--- config.mk ---
export PLATFORM = sky130hd
export DESIGN_NAME = layer_sequencer
export DESIGN_NICKNAME = d
export VERILOG_FILES = /design/src/rtl/layer_sequencer.sv
export SDC_FILE = /design/constraint.sdc
export NUM_CORES = 1
export LEC_CHECK = 0
export CAP_MARGIN = 15
export CELL_PAD_IN_SITES_DETAIL_PLACEMENT = 0
export CELL_PAD_IN_SITES_GLOBAL_PLACEMENT = 1
export CORE_MARGIN = 2
export CORE_UTILIZATION = 36
export CTS_BUF_LIST = sky130_fd_sc_hd__clkbuf_4 sky130_fd_sc_hd__clkbuf_8
export DETAILED_ROUTE_END_ITERATION = 6
export PLACE_DENSITY = 0.74
export SETUP_SLACK_MARGIN = 0.05
export SLEW_MARGIN = 30
export SYNTH_ARGS = -nofsm -noshare
export SYNTH_HDL_FRONTEND = slang
export SYNTH_SLANG_ARGS = --single-unit
--- constraint.sdc ---
create_clock -name clk -period 3.8 [get_ports clk]
set_clock_uncertainty 0.15 [all_clocks]
set_input_delay 0.76 -clock clk [delete_from_list [all_inputs] [get_ports clk]]
set_output_delay 0.76 -clock clk [all_outputs]
set_load 0.02 [all_outputs]
--- src/rtl/layer_sequencer.sv ---
// rtl/layer_sequencer.sv - read/accumulate/write sequencer for one fully-connected MLP layer
// Optional macro LAYER_BIAS_EN prepends a bias term (neuron address 0) to every output neuron.
module layer_sequencer #(
  parameter int ADDR_W  = 12,
  parameter int WADDR_W = 16,
  parameter int CNT_W   = 12
) (
  input  logic               clk,
  input  logic               reset,
  input  logic               start,
  input  logic [ADDR_W-1:0]  in_base,
  input  logic [ADDR_W-1:0]  out_base,
  input  logic [WADDR_W-1:0] w_base,
  input  logic [CNT_W-1:0]   n_in,
  input  logic [CNT_W-1:0]   n_out,
  output logic [ADDR_W-1:0]  input_addr,
  output logic               rd_issue,
  output logic [WADDR_W-1:0] weight_addr,
  output logic               acc_clear,
  output logic               acc_en,
  output logic               write_enable,
  output logic [ADDR_W-1:0]  output_addr,
  output logic               busy,
  output logic               done
);

  typedef enum logic [2:0] {
    S_IDLE  = 3'd0,
    S_READ  = 3'd1,
    S_DRAIN = 3'd2,
    S_WRITE = 3'd3,
    S_DONE  = 3'd4
  } state_t;

`ifdef LAYER_BIAS_EN
  localparam logic [CNT_W:0] BIAS_TERMS = (CNT_W+1)'(1);
  localparam logic           BIAS_ON    = 1'b1;
`else
  localparam logic [CNT_W:0] BIAS_TERMS = (CNT_W+1)'(0);
  localparam logic           BIAS_ON    = 1'b0;
`endif

  localparam logic [CNT_W:0]   ONE_T = (CNT_W+1)'(1);
  localparam logic [CNT_W-1:0] ONE_N = CNT_W'(1);
  localparam logic [ADDR_W-1:0]  ONE_A = ADDR_W'(1);
  localparam logic [WADDR_W-1:0] ONE_W = WADDR_W'(1);

  state_t state, state_nxt;

  logic [ADDR_W-1:0]  in_base_r;
  logic [ADDR_W-1:0]  in_ptr;
  logic [ADDR_W-1:0]  out_ptr;
  logic [WADDR_W-1:0] w_ptr;
  logic [CNT_W:0]     n_terms;
  logic [CNT_W:0]     term_cnt;
  logic [CNT_W-1:0]   n_out_r;
  logic [CNT_W-1:0]   out_cnt;
  logic               acc_en_r;
  logic               acc_clear_r;

  logic zero_cfg;
  logic last_term;
  logic last_neuron;
  logic bias_term;

  assign zero_cfg    = (n_in == '0) || (n_out == '0);
  assign last_term   = (term_cnt == (n_terms - ONE_T));
  assign last_neuron = (out_cnt == (n_out_r - ONE_N));
  assign bias_term   = BIAS_ON && (term_cnt == '0);

  always_ff @(posedge clk or posedge reset) begin
    if (reset) begin
      state <= S_IDLE;
    end else begin
      state <= state_nxt;
    end
  end

  always_comb begin
    state_nxt    = state;
    rd_issue     = 1'b0;
    input_addr   = '0;
    weight_addr  = '0;
    write_enable = 1'b0;
    output_addr  = '0;
    busy         = 1'b0;
    done         = 1'b0;
    case (state)
      S_IDLE: begin
        if (start) begin
          state_nxt = zero_cfg ? S_DONE : S_READ;
        end
      end
      S_READ: begin
        rd_issue    = 1'b1;
        busy        = 1'b1;
        input_addr  = bias_term ? '0 : in_ptr;
        weight_addr = w_ptr;
        if (last_term) begin
          state_nxt = S_DRAIN;
        end
      end
      S_DRAIN: begin
        busy      = 1'b1;
        state_nxt = S_WRITE;
      end
      S_WRITE: begin
        busy         = 1'b1;
        write_enable = 1'b1;
        output_addr  = out_ptr;
        state_nxt    = last_neuron ? S_DONE : S_READ;
      end
      S_DONE: begin
        done      = 1'b1;
        state_nxt = S_IDLE;
      end
      default: begin
        state_nxt = S_IDLE;
      end
    endcase
  end

  // Config is captured once at start; pointers then walk without looking at the live inputs.
  always_ff @(posedge clk or posedge reset) begin
    if (reset) begin
      in_base_r <= '0;
      in_ptr    <= '0;
      out_ptr   <= '0;
      w_ptr     <= '0;
      n_terms   <= '0;
      term_cnt  <= '0;
      n_out_r   <= '0;
      out_cnt   <= '0;
    end else begin
      case (state)
        S_IDLE: begin
          if (start) begin
            in_base_r <= in_base;
            in_ptr    <= in_base;
            out_ptr   <= out_base;
            w_ptr     <= w_base;
            n_terms   <= {1'b0, n_in} + BIAS_TERMS;
            n_out_r   <= n_out;
            term_cnt  <= '0;
            out_cnt   <= '0;
          end
        end
        S_READ: begin
          term_cnt <= term_cnt + ONE_T;
          w_ptr    <= w_ptr + ONE_W;
          if (!bias_term) begin
            in_ptr <= in_ptr + ONE_A;
          end
        end
        S_WRITE: begin
          term_cnt <= '0;
          in_ptr   <= in_base_r;
          out_ptr  <= out_ptr + ONE_A;
          out_cnt  <= out_cnt + ONE_N;
        end
        default: begin
        end
      endcase
    end
  end

  // MAC strobes trail the read by one cycle to line up with the registered memory data.
  always_ff @(posedge clk or posedge reset) begin
    if (reset) begin
      acc_en_r    <= 1'b0;
      acc_clear_r <= 1'b0;
    end else begin
      acc_en_r    <= rd_issue;
      acc_clear_r <= rd_issue && (term_cnt == '0);
    end
  end

  assign acc_en    = acc_en_r;
  assign acc_clear = acc_clear_r;

endmodule

# After elaboration in Yosys (flattened, before gate mapping)
# Cells that the tools add are included.
op_classes:
  n_reduce_logical: 15
  addsub: 7
  mux: 22
  n_eq_ne: 8
ops:
  columns: ["op", "n"]
  rows:
  - ["$mux W12", 5]
  - ["$pmux W12 S2", 2]
  - ["$pmux W13 S3", 1]
  - ["$add A12 B1 Y12 const B", 3]
  - ["$pmux W12 S3", 1]
  - ["$mux W16", 2]
  - ["$pmux W16 S2", 1]
  - ["$logic_not A12 Y1", 2]
  - ["$add A16 B1 Y16 const B", 1]
  - ["$add A13 B1 Y13 const B", 1]
  - ["$eq A13 B13 Y1", 1]
  - ["$logic_not A13 Y1", 1]
  - ["$mux W13", 1]
  - ["$sub A12 B1 Y13 const B", 1]
  - ["$eq A12 B12 Y1", 1]
  - ["$mux W3", 4]
  - ["$pmux W3 S4", 1]
  - ["$sub A12 B1 Y12 const B", 1]
  - ["$reduce_and A2 Y1", 5]
  - ["$eq A3 B2 Y1 const B", 2]
  - ["$mux W1", 4]
  - ["$ne A2 B2 Y1 const B", 2]
  - ["$reduce_bool A2 Y1", 2]
  - ["$eq A3 B1 Y1 const B", 1]
  - ["6 further kinds", 6]
totals:
  out_inout_bits: 46
  inputBits: 67
  wordCells: 63
  reg_bits: 106

# Logic depth before layout (Yosys ltp)
# Gate-level depths: netlist of the first run.
depth:
  depth_word: 5
  mapped_depth: 9
  ltp_nobuf: 8

# Worst setup path after synthesis of the first run
# Ideal clock, no wire load.
synth_path:
  kind: "register -> output"
  start: "register state[2]"
  end: "output input_addr[10]"
  path_buffers: 2
  path_slack_ns: 1.088
  required_ns: 2.890
  path_stages_with_launch: 7
  arrival_ns: 1.802
  cell_sequence: "dfrtp_1 nor2b_1 clkbuf_1 nand2_1 clkinv_1 clkbuf_1 and2_1"
synth_via:
  elab_chain_cells: 2
synth_rtl:
  columns: ["item", "line", "source"]
  rows:
  - ["start, declared", "48", "state_t state, state_nxt;"]
  - ["start signal, assigned", "75", "state <= state_nxt;"]
  - ["$eq A3 B1 Y1", "88", "case (state)"]
  - ["$mux W12", "88", null]
  - ["end, declared", "16", "output logic [ADDR_W-1:0] input_addr,"]
# No other way between the ends.

# Final worst setup path of the first run
layout_path:
  start: "register state[2]"
  end: "output weight_addr[6]"
layout_via:
  elab_chain_cells: 2
layout_rtl:
  columns: ["item", "line", "source"]
  rows:
  - ["$eq A3 B1 Y1", "88", null]
  - ["$mux W16", "88", null]
  - ["end, declared", "18", "output logic [WADDR_W-1:0] weight_addr,"]
# No other way between the ends.

==> impl_metrics.toml, run 1 <==
[synthesis]
syn_inst = 758
synthDistinctLibCells = 56
synth_compound_area_frac = 0.164
synthTopCellsByArea = "dfrtp_1, nand2_1, o21ai_0"
synth_top_family_by_area = "simple AND/OR/NAND/NOR gates"
synth-edff-count = 0
yosys.area_share.simple = 0.289
synth_xor_area_frac = 0.0596
synthAdderAreaFrac = 0.0162
yosys.area.top_type_share = 0.430
yosys.area.top_type = "dfrtp_1"
async_reset_ff_frac = 1.00
synth.avg_cell_area_sq_um = 8.14
syn_nets = 833
yosys_register_bits = 106
synth.area.mux_share = 0.00487
ys_warn_count = 0
ys_seq_area_frac = 0.430
netlist_area_sq_um = 6170
synth_flop_cell = "dfrtp_1"

[detailed_routing]
drc = 0
vias = 5856
drtIter0Drc = 368
via_per_inst = 5.39
first_pass_iters = 5
wirelength_microns = 17500
wl_per_cell_microns = 16.1
final_antenna_net_count = 0

[clock_tree]
holdBufCountCts = 0
h-tree-depth = 3
cts_buffer_depth = 2
cts_setup_buffers = 0
cts_resized = 0
cts-root-buf = "clkbuf_8"
clock_sinks = 106
clkLatencyLatePin_ns = 0.38
cts_buffers = 9
cts_tree = "yes"
clkTransAtPathRegs_ns = 0.10

[timing]
layout_setup_ws_ns = 0.383
tightest_slew_ns = 0.706
maxSlewHeadroom = 0.525
tns_ns = 0
finalMaxSlewViolations = 0
setup_viol = 0
fmax_mhz = 293
hold_viol = 0
period_needed_ns = 3.42
rsz0062_at_grt = "false"
finalCritPeriodShare = 0.899

[grt]
grt.overflow.total = 0
grt_use_total = 0.201
antenna_found_initial = 0
grt_pass1_vias = 5843
grt_max_degree = 74
grt_pass1_wl_microns = 29300

[finish]
drive_gt1_frac = 0.0542
nets = 940
antennaDiodeCount = 0
fill_cells = 1620
syn_to_final_growth_pct = 26.2
post-route-util = 0.468
finalNonFillerCells = 1087

[critical_path]
r2r_end = "state[0]"
criticalPathCategory = "reg2out"
critPathLaunch = "state[2]"
cp-end-kind = "primary output"
cp.arrival_ns = 2.51
rr_worst_depth = 8
cp_data_required_time_ns = 2.89
path_max_fanout = 41
r2r_slack_ns = 1.00
reg2reg_from = "n_out_r[0]"
cp-start-kind = "flip-flop"

[floorplan]
chipWidth_microns = 135
io_pins = 113
die_h_microns = 135
core-area_sq_um = 16600
num_rows = 47
start_util = 0.371
die_area_sq_um = 18200

[worst_hold_path]
min_from = "w_ptr[15]"
hold_depth = 1
whs_endpoint = "w_ptr[15]"
worstHoldPathType = "reg2reg"

[power]
leakage_nw = 3.53
power.density_nw_per_um2 = 256
peakVddDrop_v = 0.000137

[run_status]
status = "completed"

[place]
gp_congestion = 0.842
portBuffers = 112
dp_cells = 1074
place_hpwl_microns = 12800
pre_cts_ws_ns = 0.780

[run]
max-cap-violations = 0
[synth_stat cells (6+ instances only)]
cell,number
a31oi_1,9
nor3_1,14
nand3_1,27
a21oi_1,37
ha_1,8
xnor2_1,22
o21ai_0,54
clkbuf_1,30
nand2_1,171
nor4_1,15
nand4_1,12
dfrtp_1,106
nor2_1,64
and3_1,17
or3_1,6
o221a_2,6
xor2_1,20
inv_1,21
a211oi_1,15
and2_1,28
[cells in the final DEF, fill, tap and decap left out, types with 13 or more instances in the layout]
cell / n
o21ai_0: 54
xnor2_1: 22
and2_1: 28
inv_1: 20
xor2_1: 20
nor2_1: 64
clkdlybuf4s50_1: 112
and3_1: 17
nand3_1: 26
buf_4: 19
nand2_1: 171
dfrtp_1: 106
nor3_1: 13
a211oi_1: 15
a21oi_1: 37
nor4_1: 15
[critical path, cell delays in order (launching register included)]
cell and delay [ns]:
dfrtp_1 0.42, nor2b_1 0.12, buf_4 0.24, nand2_1 0.10
clkinv_1 0.05, buf_4 0.32, and2_1 0.23, clkdlybuf4s50_1 0.63
[through the flow]
| stage | total power, mW | hold WS (ns) | cell area [sq um] |
|---|---|---|---|
| floorplan | 1.17 | 0.288 | 6170 |
| global placement | 1.26 | 0.304 | 7580 |
| detailed placement | 1.26 | 0.310 | 7580 |
| CTS | 2.02 | 0.335 | 7780 |
| global route | 2.08 | 0.350 | 7780 |
| finish | 1.99 | 0.331 | 7780 |
[registers in the layout, summed over array words and instances (netlist names)]
signal	count
out_ptr	12
out_cnt	12
acc_en	1
n_terms	12
term_cnt	13
w_ptr	16
acc_clear	1
n_out_r	12
state	3
in_base_r	12
in_ptr	12
[area by class of cell]
type,instances,area (sq um),area share
multi-input combinational,593,3300,0.424
clock inverter,3,67.6,0.00868
tap,220,275,0.0354
clock buffer,10,131,0.0169
sequential,106,2650,0.341
timing repair buffer,131,1260,0.162
inverter,24,95.1,0.0122
[routing by layer]
metal / GRT usage / part of all wire
met5: 0 / 0
met4: 0.0415 / 0.010
met3: 0.0465 / 0.052
met2: 0.342 / 0.48
met1: 0.260 / 0.46
[cells by family after synthesis]
family	after synthesis
buffers and inverters	59
and+or+nand+nor	381
DFF	106
adders and majority gates	8
AOI/OAI and AO/OA	159
xor gates and xnor gates	42
muxes	3
[power by group]
part	switching, mW	leakage (nW)	total, mW	internal, mW
Clock	0.392	0.0977	0.760	0.369
Combinational	0.0413	2.11	0.105	0.0634
Sequential	0	1.32	1.13	1.13
Total	0.433	3.53	1.99	1.56
[worst max-delay path by stage]
stage | endpoint | depth (start not counted) | slack (ns)
after floorplan | acc_clear | 1 | 0.10
after global placement | weight_addr[6] | 7 | 0.86
after detailed placement | weight_addr[6] | 7 | 0.78
after CTS | weight_addr[6] | 7 | 0.34
after global routing | weight_addr[6] | 7 | 0.18
final | weight_addr[6] | 7 | 0.38
No activity file was read; power rests on OpenSTA's default activity.
==> run 2, diff against run 1 <==
- REMOVE_ABC_BUFFERS: unset -> 1
==> run 2 against run 1 <==
Net effect:
- clock power increased by 5.3%
- critical endpoint is now input_addr[11]
- non-clock buffer count decreased by 6
- die area did not move
==> impl_metrics.toml, run 2 (synthesis results as in run 1) <==
[run_status]
status = "completed"

[critical_path]
criticalPathCategory = "reg2out"
crit_chain = "nor2b_1, nand2_1, clkinv_1, buf_12, and2_1, clkdlybuf4s50_1"
rr_worst_depth = 8
critPathMaxStageDelay_ns = 0.54
cp-start-kind = "flip-flop"
reg2reg_from = "n_out_r[0]"
cp.arrival_ns = 2.32
cp-end-kind = "primary output"
critical_path.slowest_cell = "clkdlybuf4s50_1"
critPathLaunch = "state[0]"
path_max_fanout = 40
r2r_slack_ns = 1.04
r2r_end = "state[0]"
cp_data_required_time_ns = 2.89

[run]
max-cap-violations = 0

[timing]
period_needed_ns = 3.23
hold_viol = 0
maxSlewHeadroom = 0.428
setup_viol = 0
whs_ns = 0.328
fmax_mhz = 309
rsz0062_at_grt = "false"
finalMaxSlewViolations = 0
finalCritPeriodShare = 0.851
tightest_slew_ns = 0.854

[power]
finalPower_mw = 2.03
leakage_nw = 3.53
power.density_nw_per_um2 = 261
peakVddDrop_v = 0.000240

[detailed_routing]
wl_per_cell_microns = 16.3
drtIter0Drc = 339
first_pass_iters = 5
via_per_inst = 5.45
final_antenna_net_count = 0
drc = 0
wirelength_microns = 17600
vias = 5898

[place]
gp_congestion = 0.843
portBuffers = 112
dp_cells = 1068
place_hpwl_microns = 12600
post_dp_cell_area_sq_um = 7560

[worst_hold_path]
min_from = "w_ptr[15]"
whs_endpoint = "w_ptr[15]"
worstHoldPathType = "reg2reg"
hold_depth = 1

[finish]
fin_area_sq_um = 7790
regMostFlops = "w_ptr"
fill_cells = 1611
syn_to_final_growth_pct = 26.2
reg_top3 = "w_ptr (16), term_cnt (13)"
largest_register_ffs = 16
nets = 934
layout_commonest_cell = "nand2_1"
post-route-util = 0.468
layout_common_cells = "nand2_1, clkdlybuf4s50_1, dfrtp_1"
finalNonFillerCells = 1083
antennaDiodeCount = 0
drive_gt1_frac = 0.0498

[clock_tree]
clock_sinks = 106
cts_buffer_depth = 2
cts_tree = "yes"
cts_resized = 0
h-tree-depth = 3
clkTransAtPathRegs_ns = 0.10
cts-root-buf = "clkbuf_8"
cts_setup_buffers = 0
clkLatencyLatePin_ns = 0.38
cts_buffers = 9
holdBufCountCts = 0

[floorplan]
start_util = 0.371
num_rows = 47
die_h_microns = 135
io_pins = 113
die_area_sq_um = 18200
chipWidth_microns = 135
core-area_sq_um = 16600

[grt]
grt_max_degree = 47
grt_use_total = 0.200
grt.overflow.total = 0
grt_pass1_vias = 5810
antenna_found_initial = 0
grt_pass1_wl_microns = 29300
run 2: cell types whose count changed in the layout (fill, tap and decap cells not counted), sizes merged:
cell	delta
buf	-6
clkbuf	+3
clkinvlp	-1
run 2: how the worst max path moves through the flow:
| stage | slack, ns | cells after the start | endpoint |
|---|---|---|---|
| after global routing | 0.43 | 6 | weight_addr[6] |
| after global placement | 0.98 | 7 | term_cnt[7] |
| after floorplan | -0.96 | 5 | out_ptr[3] |
| after CTS | 0.56 | 6 | weight_addr[6] |
| after detailed placement | 0.93 | 7 | term_cnt[7] |
| final | 0.57 | 6 | input_addr[11] |
run 2: cell type report:
type	count	area [sq um]	share of cell area
Clock buffer	13	166	0.0214
Clock inverter	2	60.1	0.00771
Inverter	24	92.6	0.0119
Multi-Input combinational cell	593	3300	0.423
Sequential cell	106	2650	0.341
Tap cell	220	275	0.0353
Timing Repair Buffer	125	1240	0.160
run 2: critical path, delay by kind of cell (launching register included):
family,cells,cell delay [ns]
buffers and inverters,3,1.12
DFF,1,0.39
and+or+nand+nor,3,0.43
run 2: through the flow:
| stage | setup slack (ns) | setup TNS [ns] |
|---|---|---|
| after detailed placement | 0.934 | 0 |
| after CTS | 0.561 | 0 |
| after global routing | 0.431 | 0 |
| after floorplan | -0.963 | -20.65 |
| final | 0.566 | 0 |
| after global placement | 0.982 | 0 |
run 2: power by group:
| group | total [mW] | switching, mW | internal [mW] |
|---|---|---|---|
| Combinational | 0.105 | 0.0409 | 0.0640 |
| Sequential | 1.13 | 0 | 1.13 |
| Clock | 0.800 | 0.380 | 0.419 |
| Total | 2.03 | 0.421 | 1.61 |
run 2: metal layers:
metal	GRT usage	vias up	part of all wire
li1	-	2850	-
met1	0.265	2857	0.45
met2	0.334	175	0.48
met3	0.0428	16	0.055
met4	0.0491	0	0.012
met5	0	-	0
